**config.mk**
```make
export PLATFORM = sky130hd
export DESIGN_NAME = llc_out_queues
export DESIGN_NICKNAME = d
export VERILOG_FILES = /design/src/rtl/llc_out_queues.sv
export SDC_FILE = /design/constraint.sdc
export NUM_CORES = 1
export LEC_CHECK = 0
export BUFFER_PORTS_ARGS = -buffer_cell sky130_fd_sc_hd__buf_2
export CORE_AREA = 2 2 282 284
export CTS_CLUSTER_SIZE = 40
export DETAILED_ROUTE_END_ITERATION = 16
export DIE_AREA = 0 0 284 286
export GPL_ROUTABILITY_DRIVEN = 0
export GPL_TIMING_DRIVEN = 0
export PLACE_DENSITY = 0.6
export SYNTH_ARGS = -nofsm -noshare
export SYNTH_HDL_FRONTEND = slang
export SYNTH_SLANG_ARGS = --single-unit
```
**constraint.sdc**
```tcl
create_clock -name clk -period 12.95 [get_ports clk]
set_input_delay 0.6475 -clock clk [delete_from_list [all_inputs] [get_ports clk]]
set_output_delay 0.6475 -clock clk [all_outputs]
set_load 0.05 [all_outputs]
```
**src/rtl/llc_out_queues.sv**
```systemverilog
// Per-channel output FIFOs between the LLC pipeline and the NoC/memory valid-ready channels.
// Optional macro LLC_OUT_BYPASS_EN: an empty FIFO with its consumer ready passes a push straight through.
package llc_out_pkg;
  typedef struct packed {
    logic [2:0]  coh_msg;
    logic [31:0] addr;
    logic [63:0] line;
    logic [3:0]  req_id;
  } llc_rsp_out_t;

  typedef struct packed {
    logic [2:0]  coh_msg;
    logic [31:0] addr;
    logic [3:0]  req_id;
    logic [3:0]  dest_id;
  } llc_fwd_out_t;

  typedef struct packed {
    logic        hwrite;
    logic [2:0]  hsize;
    logic [31:0] addr;
    logic [63:0] line;
  } llc_mem_req_t;
endpackage

module llc_out_fifo #(
  parameter int DEPTH = 2,
  parameter int W     = 8
) (
  input  logic         clk,
  input  logic         rst,
  input  logic         push_valid,
  output logic         push_ready,
  input  logic [W-1:0] push_data,
  input  logic         out_ready,
  output logic         out_valid,
  output logic [W-1:0] out_data,
  output logic         empty
);
  localparam int PW = $clog2(DEPTH);
  localparam int CW = PW + 1;

  logic [W-1:0]  mem [DEPTH];
  logic [PW-1:0] wr_ptr_reg, rd_ptr_reg;
  logic [CW-1:0] count_reg;
  logic          stored_valid, push_fire, pop_fire;

  assign stored_valid = (count_reg != '0);
  assign push_ready   = (count_reg != CW'(DEPTH));
  assign empty        = !stored_valid;
  assign pop_fire     = stored_valid && out_ready;

`ifdef LLC_OUT_BYPASS_EN
  logic bypass;
  assign bypass    = push_valid && !stored_valid && out_ready;
  assign push_fire = push_valid && push_ready && !bypass;
  assign out_valid = stored_valid || push_valid;
  assign out_data  = stored_valid ? mem[rd_ptr_reg] : (push_valid ? push_data : '0);
`else
  assign push_fire = push_valid && push_ready;
  assign out_valid = stored_valid;
  // Mask the unreset storage so the head reads zero whenever the queue is empty.
  assign out_data  = stored_valid ? mem[rd_ptr_reg] : '0;
`endif

  always_ff @(posedge clk) begin
    if (push_fire) mem[wr_ptr_reg] <= push_data;
  end

  always_ff @(posedge clk or negedge rst) begin
    if (!rst) begin
      wr_ptr_reg <= '0;
      rd_ptr_reg <= '0;
      count_reg  <= '0;
    end else begin
      if (push_fire) wr_ptr_reg <= wr_ptr_reg + 1'b1;
      if (pop_fire)  rd_ptr_reg <= rd_ptr_reg + 1'b1;
      if (push_fire && !pop_fire)      count_reg <= count_reg + 1'b1;
      else if (pop_fire && !push_fire) count_reg <= count_reg - 1'b1;
    end
  end
endmodule

module llc_out_queues
  import llc_out_pkg::*;
#(
  parameter int DEPTH = 2
) (
  input  logic         clk,
  input  logic         rst,
  input  logic [3:0]   push_valid,
  output logic [3:0]   push_ready,
  input  llc_rsp_out_t rsp_push_data,
  input  llc_rsp_out_t dma_rsp_push_data,
  input  llc_fwd_out_t fwd_push_data,
  input  llc_mem_req_t mem_req_push_data,
  input  logic         llc_rsp_out_ready,
  output logic         llc_rsp_out_valid,
  output llc_rsp_out_t llc_rsp_out,
  input  logic         llc_dma_rsp_out_ready,
  output logic         llc_dma_rsp_out_valid,
  output llc_rsp_out_t llc_dma_rsp_out,
  input  logic         llc_fwd_out_ready,
  output logic         llc_fwd_out_valid,
  output llc_fwd_out_t llc_fwd_out,
  input  logic         llc_mem_req_ready,
  output logic         llc_mem_req_valid,
  output llc_mem_req_t llc_mem_req,
  output logic         idle
);
  logic [3:0] empty;

  llc_out_fifo #(.DEPTH(DEPTH), .W($bits(llc_rsp_out_t))) u_rsp (
    .clk(clk), .rst(rst),
    .push_valid(push_valid[0]), .push_ready(push_ready[0]), .push_data(rsp_push_data),
    .out_ready(llc_rsp_out_ready), .out_valid(llc_rsp_out_valid), .out_data(llc_rsp_out),
    .empty(empty[0])
  );

  llc_out_fifo #(.DEPTH(DEPTH), .W($bits(llc_rsp_out_t))) u_dma_rsp (
    .clk(clk), .rst(rst),
    .push_valid(push_valid[1]), .push_ready(push_ready[1]), .push_data(dma_rsp_push_data),
    .out_ready(llc_dma_rsp_out_ready), .out_valid(llc_dma_rsp_out_valid), .out_data(llc_dma_rsp_out),
    .empty(empty[1])
  );

  llc_out_fifo #(.DEPTH(DEPTH), .W($bits(llc_fwd_out_t))) u_fwd (
    .clk(clk), .rst(rst),
    .push_valid(push_valid[2]), .push_ready(push_ready[2]), .push_data(fwd_push_data),
    .out_ready(llc_fwd_out_ready), .out_valid(llc_fwd_out_valid), .out_data(llc_fwd_out),
    .empty(empty[2])
  );

  llc_out_fifo #(.DEPTH(DEPTH), .W($bits(llc_mem_req_t))) u_mem_req (
    .clk(clk), .rst(rst),
    .push_valid(push_valid[3]), .push_ready(push_ready[3]), .push_data(mem_req_push_data),
    .out_ready(llc_mem_req_ready), .out_valid(llc_mem_req_valid), .out_data(llc_mem_req),
    .empty(empty[3])
  );

  assign idle = &empty;
endmodule

```
==> results of run 1 <==
[stage by stage]
stage               hold slack (ns)  instances  cell area (sq um)  util (%)  setup WS [ns]
finish                        0.220       3489              35000      44.6          10.07
global route                  0.183       3488              35000      44.6           9.89
CTS                           0.167       3477              34900      44.6           9.92
detailed placement            0.499       3336              32500      41.5          10.34
global placement              0.474       3320              32100      41.0           4.67
floorplan                     0.352       1554              27200         -           7.36
[cell type report]
| type | count | area (sq um) |
|---|---|---|
| Clock inverter | 42 | 340 |
| Timing Repair Buffer | 733 | 3970 |
| Inverter | 8 | 30.0 |
| Multi-Input combinational cell | 751 | 5230 |
| Tap cell | 1050 | 1310 |
| Buffer | 81 | 643 |
| Sequential cell | 714 | 21400 |
| Clock buffer | 98 | 2050 |
| Fill cell | 7138 | 43400 |
| Antenna cell | 12 | 30.0 |
[logic make-up (layout without fill, tap and decap cells)]
| family | count (synthesis) | in the layout | share of synthesized area (%) |
|---|---|---|---|
| XOR/XNOR | 20 | 20 | 0.644 |
| adder cells (fa/ha/maj) | 4 | 4 | 0.184 |
| buffers and inverters | 89 | 962 | 2.47 |
| flip-flops | 714 | 714 | 78.5 |
| multiplexers | 349 | 349 | 12.8 |
| other | 0 | 12 | 0 |
| AND/OR/NAND/NOR | 378 | 378 | 5.38 |
[timing repair]
action,CTS,global route
hold endpoints to repair,5,0
hold buffers,1,0
gates resized for setup,0,0
[critical path: stages, from the launching register on]
cell and delay (ns):
sky130_fd_sc_hd__dfrtp_1 0.42, sky130_fd_sc_hd__nor2_1 0.17, sky130_fd_sc_hd__buf_2 0.38, sky130_fd_sc_hd__buf_2 0.30, sky130_fd_sc_hd__nor2_1 0.12, sky130_fd_sc_hd__buf_2 0.23
[cells in the mapped netlist]
master	count	area, sq um
sky130_fd_sc_hd__nor4_1	1	6.26
sky130_fd_sc_hd__buf_8	12	180
sky130_fd_sc_hd__inv_2	4	15.0
sky130_fd_sc_hd__xnor2_1	12	105
sky130_fd_sc_hd__nor2_4	3	33.8
sky130_fd_sc_hd__buf_12	2	40.0
sky130_fd_sc_hd__nor2_1	358	1340
sky130_fd_sc_hd__buf_2	35	175
sky130_fd_sc_hd__nand2_1	8	30.0
sky130_fd_sc_hd__xor2_1	8	70.1
sky130_fd_sc_hd__inv_1	4	15.0
sky130_fd_sc_hd__buf_4	30	225
sky130_fd_sc_hd__dfrtp_1	16	400
sky130_fd_sc_hd__buf_6	2	22.5
sky130_fd_sc_hd__and3_1	4	25.0
sky130_fd_sc_hd__mux2i_1	349	3490
sky130_fd_sc_hd__nand2b_1	4	25.0
sky130_fd_sc_hd__ha_1	4	50.1
sky130_fd_sc_hd__edfxtp_1	698	21000
[worst min-delay path by stage]
stage | startpoint | to | slack (ns) | cells past startpoint
floorplan | rst | u_dma_rsp.count_reg[0] | 0.35 | 0
global placement | u_mem_req.wr_ptr_reg | u_mem_req.wr_ptr_reg | 0.47 | 1
detailed placement | u_mem_req.count_reg[1] | u_mem_req.count_reg[1] | 0.50 | 1
CTS | fwd_push_data[4] | u_fwd.mem[0][4] | 0.17 | 1
global route | dma_rsp_push_data[14] | u_dma_rsp.mem[1][14] | 0.18 | 1
finish | dma_rsp_push_data[22] | u_dma_rsp.mem[1][22] | 0.22 | 1
[layer usage]
metal | up-vias | track usage [%]
met5 | - | 0
met4 | 10 | 6.49
met3 | 127 | 4.52
met2 | 556 | 29.2
met1 | 7772 | 18.1
li1 | 7405 | -
==> results.json, run 1 <==
{
  "timing.reg2reg.setup_slack_ns": 10.51,
  "detailroute.via_count": 15900,
  "worst-setup-path-type": "flop to primary output",
  "detail_route.vias_per_cell": 4.55,
  "crit_end": "llc_mem_req[6]",
  "placementRows": 103,
  "syn-instance-count": 1554,
  "setup-tns-final_ns": 0,
  "final_layout_size_suffix_gt1_share_pct": 38.6,
  "synth.yosys.warnings": 0,
  "wl_um": 68300,
  "drt_first_pass_iters": 5,
  "mostFrequentLayoutCell": "sky130_fd_sc_hd__buf_2",
  "cp.arrival_ns": 2.23,
  "clock_tree.htree_level_count": 3,
  "setup_viol": 0,
  "route.detailed.wl_per_inst_um": 19.6,
  "worst_slew_pin_tran_ns": 0.794,
  "worstPathRequired_ns": 12.30,
  "cts_root_buffer": "sky130_fd_sc_hd__clkbuf_16",
  "worst_setup_path_start_kind": "flop",
  "cts_inserted_buffers": 77,
  "wire_length_of_the_first_global_routing_pass_um": 100000,
  "maxSlewHeadroom_pct": 47.1,
  "ys_ff_latch": 714,
  "number_of_hold_slack_violations_in_the_final_timing_report": 0,
  "grt_setup_unrepaired": "no",
  "routed-wl-met3_um": 4920,
  "synth_cell_types": 19,
  "timing.rr.start": "u_dma_rsp.count_reg[0]",
  "syn_area_per_cell_sq_um": 17.5,
  "min_path_type": "primary input to flop",
  "grt_pass1_vias": 16500,
  "num-nets-final": 2729,
  "syn-cell-area_sq_um": 27200,
  "slew_violations": 0,
  "routed-wl-met2_um": 36000,
  "maxClockFrequency_ghz": 0.347,
  "clk_latency_worst_skew_pair_ns": 0.61,
  "cts.clk_slew.worst_paths_ns": 0.06,
  "max_cap_viol_count": 0,
  "ant_nets": 0,
  "initial_antenna_violation_count": 19,
  "min_period_over_period_pct": 22.2,
  "skew_ns": 0.0230,
  "run_status": "completed",
  "synth_nets": 1917,
  "most-common-layout-cells": "sky130_fd_sc_hd__buf_2 (751), sky130_fd_sc_hd__edfxtp_1 (698), sky130_fd_sc_hd__nor2_1 (354)",
  "worst_setup_path_startpoint": "u_mem_req.count_reg[0]",
  "cts_tree": "yes",
  "synthToLayoutAreaGrowth_pct": 28.5,
  "synth_sequential_area_ratio_pct": 78.5,
  "top_layer": "met5",
  "fp.coreArea_sq_um": 78400,
  "critPathCaptureType": "primary output",
  "grt_remaining_overflow": 0,
  "drt_first_iter_violations": 854,
  "clockBufferDepth": 3,
  "start_util_pct": 34.7,
  "groute.usage.overall_pct": 16.2,
  "worstRegToRegCells": 6,
  "cts.repair_timing.setup_buffer_count": 0,
  "route.detailed.drc": 0,
  "io_buffers": 716,
  "clock_sinks": 714,
  "reg.largest.list": "u_dma_rsp.mem x206, u_rsp.mem x206, u_mem_req.mem x200",
  "layout_min_cycle_time_ns": 2.88,
  "die_y_um": 286,
  "r2r_end": "u_dma_rsp.mem[0][69]",
  "wl_met1_um": 25400,
  "ios": 717,
  "die-area_sq_um": 81200,
  "post-dp-hpwl_um": 49700,
  "critPathMaxFanout": 10,
  "dieWidth_um": 284,
  "pin_count_of_the_biggest_net_entering_global_routing": 62
}
Power of run 1 is left out: the tool's default activity adds up to more than one toggle a clock period on the data nets, which glitch-free logic cannot reach.
==> run 2, diff against run 1 <==
ABC_AREA = 1   (was not set)
PLACE_DENSITY = 0.62   (was 0.6)
clock period = 2.45 ns   (was 12.95 ns; I/O delays follow)
==> results.json, run 2 <==
{
  "run_status": "completed",
  "cp.arrival_ns": 2.26,
  "syn_area_per_cell_sq_um": 13.9,
  "max_cap_viol_count": 0,
  "start_util_pct": 35.3,
  "die-area_sq_um": 81200,
  "worst-setup-path-type": "flop to primary output",
  "synth.cells.most_frequent": "sky130_fd_sc_hd__nand2_1 (735), sky130_fd_sc_hd__edfxtp_1 (698), sky130_fd_sc_hd__a21oi_1 (209)",
  "clock_tree.htree_level_count": 3,
  "skew_ns": 0.0346,
  "ant_nets": 0,
  "reg.largest.list": "u_dma_rsp.mem x206, u_rsp.mem x206, u_mem_req.mem x200",
  "groute.usage.overall_pct": 19.4,
  "fp.coreArea_sq_um": 78400,
  "grt_remaining_overflow": 0,
  "mostFrequentLayoutCell": "sky130_fd_sc_hd__buf_2",
  "most-common-layout-cells": "sky130_fd_sc_hd__buf_2 (765), sky130_fd_sc_hd__nand2_1 (732), sky130_fd_sc_hd__edfxtp_1 (698)",
  "power_density_nw_per_um2": 1530,
  "placedCellCount": 3773,
  "routed-wl-met3_um": 6130,
  "clock_sinks": 714,
  "die_y_um": 286,
  "synth_largest_area_cell": "sky130_fd_sc_hd__edfxtp_1",
  "number_of_hold_slack_violations_in_the_final_timing_report": 0,
  "comb_power_share_pct": 51.8,
  "slew_violations": 0,
  "maxClockFrequency_ghz": 0.419,
  "final.hold.worst_slack_ns": 0.0869,
  "route.detailed.wl_per_inst_um": 19.1,
  "share_seq_of_total_power_pct": 28.9,
  "maxSlewHeadroom_pct": 43.5,
  "ys_ff_latch": 714,
  "placementRows": 103,
  "synth_enable_flop_cells": 698,
  "worst_setup_path_startpoint": "u_mem_req.rd_ptr_reg",
  "synthToLayoutAreaGrowth_pct": 41.8,
  "ios": 717,
  "detail_route.vias_per_cell": 4.64,
  "drt_first_pass_iters": 6,
  "critPathCaptureType": "primary output",
  "cts.clk_slew.worst_paths_ns": 0.06,
  "top_layer": "met5",
  "clk_latency_worst_skew_pair_ns": 0.62,
  "power.static_leakage_nw": 15.7,
  "clockBufferDepth": 3,
  "wl_um": 81800,
  "synth-async-reset-ratio_pct": 2.24,
  "cts_root_buffer": "sky130_fd_sc_hd__clkbuf_16",
  "layout_min_cycle_time_ns": 2.39,
  "wl_met1_um": 30500,
  "power_report.internal_total_mw": 30.4,
  "drt_first_iter_violations": 1275,
  "nFillCells": 6757,
  "grt_setup_unrepaired": "no",
  "synth_sequential_area_ratio_pct": 77.1,
  "power_frac_clock_pct": 19.3,
  "syn-instance-count": 1985,
  "post-route-worst-setup-slack_ns": 0.0632,
  "synth.yosys.warnings": 0,
  "routed-wl-met2_um": 41400,
  "post-dp-hpwl_um": 57700,
  "dieWidth_um": 284,
  "io_buffers": 716,
  "netSwitchingFraction_pct": 49.4,
  "timing.reg2reg.setup_slack_ns": 0.14,
  "cts_tree": "yes",
  "leading_cell_type_by_number_of_instances_after_synthesis": "sky130_fd_sc_hd__nand2_1",
  "yosys_most_used_dff": "sky130_fd_sc_hd__edfxtp_1",
  "timing.rr.start": "u_dma_rsp.count_reg[0]",
  "worst_slew_pin_tran_ns": 0.846,
  "critPathMaxFanout": 10,
  "wire_length_of_the_first_global_routing_pass_um": 120000,
  "setup_viol": 0,
  "num-nets-final": 3526,
  "route.detailed.drc": 0,
  "finish.cell_count_without_fillers": 4280,
  "pre_cts_slack_ns": -0.0463,
  "pin_count_of_the_biggest_net_entering_global_routing": 32,
  "syn-cell-area_sq_um": 27700,
  "yosys-top-cells-area": "sky130_fd_sc_hd__edfxtp_1 (76%), sky130_fd_sc_hd__nand2_1 (10%), sky130_fd_sc_hd__a21oi_2 (4.4%), sky130_fd_sc_hd__a21oi_1 (3.8%), sky130_fd_sc_hd__buf_6 (1.8%)",
  "cts_inserted_buffers": 79,
  "min_path_type": "primary input to async pin",
  "initial_antenna_violation_count": 4,
  "grt_pass1_vias": 20300,
  "ir_drop_uv": 1110,
  "worstPathRequired_ns": 2.33,
  "detailroute.via_count": 19800,
  "synth_nets": 2348,
  "power_switching_mw": 29.6,
  "yosys_top_cell_area_share_pct": 75.7,
  "min_period_over_period_pct": 97.4,
  "worst_setup_path_start_kind": "flop",
  "synth_cell_types": 20,
  "final_layout_size_suffix_gt1_share_pct": 35.1
}
## run 2: routing by layer
metal  vias up  global-route usage, %
li1       9361                      -
met1      9494                   22.2
met2       804                   34.0
met3       184                   4.93
met4         2                   9.13
met5         -                      0
## run 2: stage by stage
step,instance area (sq um),utilization [%],TNS [ns],power (mW)
floorplan,27700,-,-134.16,39.5
global placement,32600,41.7,-847.86,47.7
detailed placement,33100,42.3,-1.36,48.2
CTS,39300,50.1,0,60.4
global route,39300,50.1,0,62.5
finish,39300,50.1,0,60.1
## run 2: critical path, stage by stage (launching register included)
cell                      delay [ns]
sky130_fd_sc_hd__dfrtp_1        0.40
sky130_fd_sc_hd__inv_2          0.06
sky130_fd_sc_hd__buf_4          0.18
sky130_fd_sc_hd__buf_2          0.26
sky130_fd_sc_hd__nand2_1        0.08
sky130_fd_sc_hd__a21oi_1        0.34
sky130_fd_sc_hd__buf_2          0.34
## run 2: worst paths after layout
kind                                                to  depth (start not counted)
worst min register to register  u_mem_req.count_reg[1]                          2
worst max register to register    u_dma_rsp.mem[1][73]                          6
max in group asynchronous             u_rsp.rd_ptr_reg                          2
worst max-delay path                   llc_mem_req[61]                          6
worst min-delay path                  u_fwd.wr_ptr_reg                          2
min in group clk                  u_dma_rsp.mem[1][36]                          2
## run 2: layout make-up
| class | instances | area, sq um | share of cell area (%) |
|---|---|---|---|
| flip-flops and latches | 714 | 21400 | 54.4 |
| repair buffers | 1096 | 7640 | 19.5 |
| multi-input cells | 1122 | 5380 | 13.7 |
| clock buffers | 97 | 2070 | 5.26 |
| well taps | 1050 | 1310 | 3.34 |
| plain buffers | 118 | 913 | 2.33 |
| clock inverters | 48 | 477 | 1.21 |
| inverters | 32 | 124 | 0.315 |
| diodes | 3 | 7.51 | 0.0191 |
## run 2: cell families (layout without fill, tap and decap cells)
group / Yosys count / after routing / synth area share, %
simple gates: 760 / 761 / 10.5
flops: 714 / 714 / 77.1
compound gates: 349 / 349 / 8.21
buf+inv: 150 / 1391 / 3.74
xor+xnor: 8 / 8 / 0.253
fa+ha+maj: 4 / 4 / 0.181
other cells: 0 / 3 / 0
## run 2: power groups by stage
stage               Clock, mW  Combinational, mW  Sequential, mW
finish                   11.6               31.1            17.4
global route             12.3               32.7            17.6
CTS                      11.8               31.2            17.4
detailed placement          0               30.6            17.6
global placement            0               29.9            17.8
floorplan                   0               21.9            17.6
## run 2: repair_timing
| item | CTS | global route |
|---|---|---|
| hold endpoints to repair | 726 | 0 |
| resized for setup | 2 | 6 |
| buffers inserted | 0 | 0 |
| pin swaps | 1 | 0 |
| hold buffers | 358 | 0 |
| gates cloned | 1 | 0 |
| setup endpoints to repair | 32 | 4 |
(Power assumes the default switching activity.)
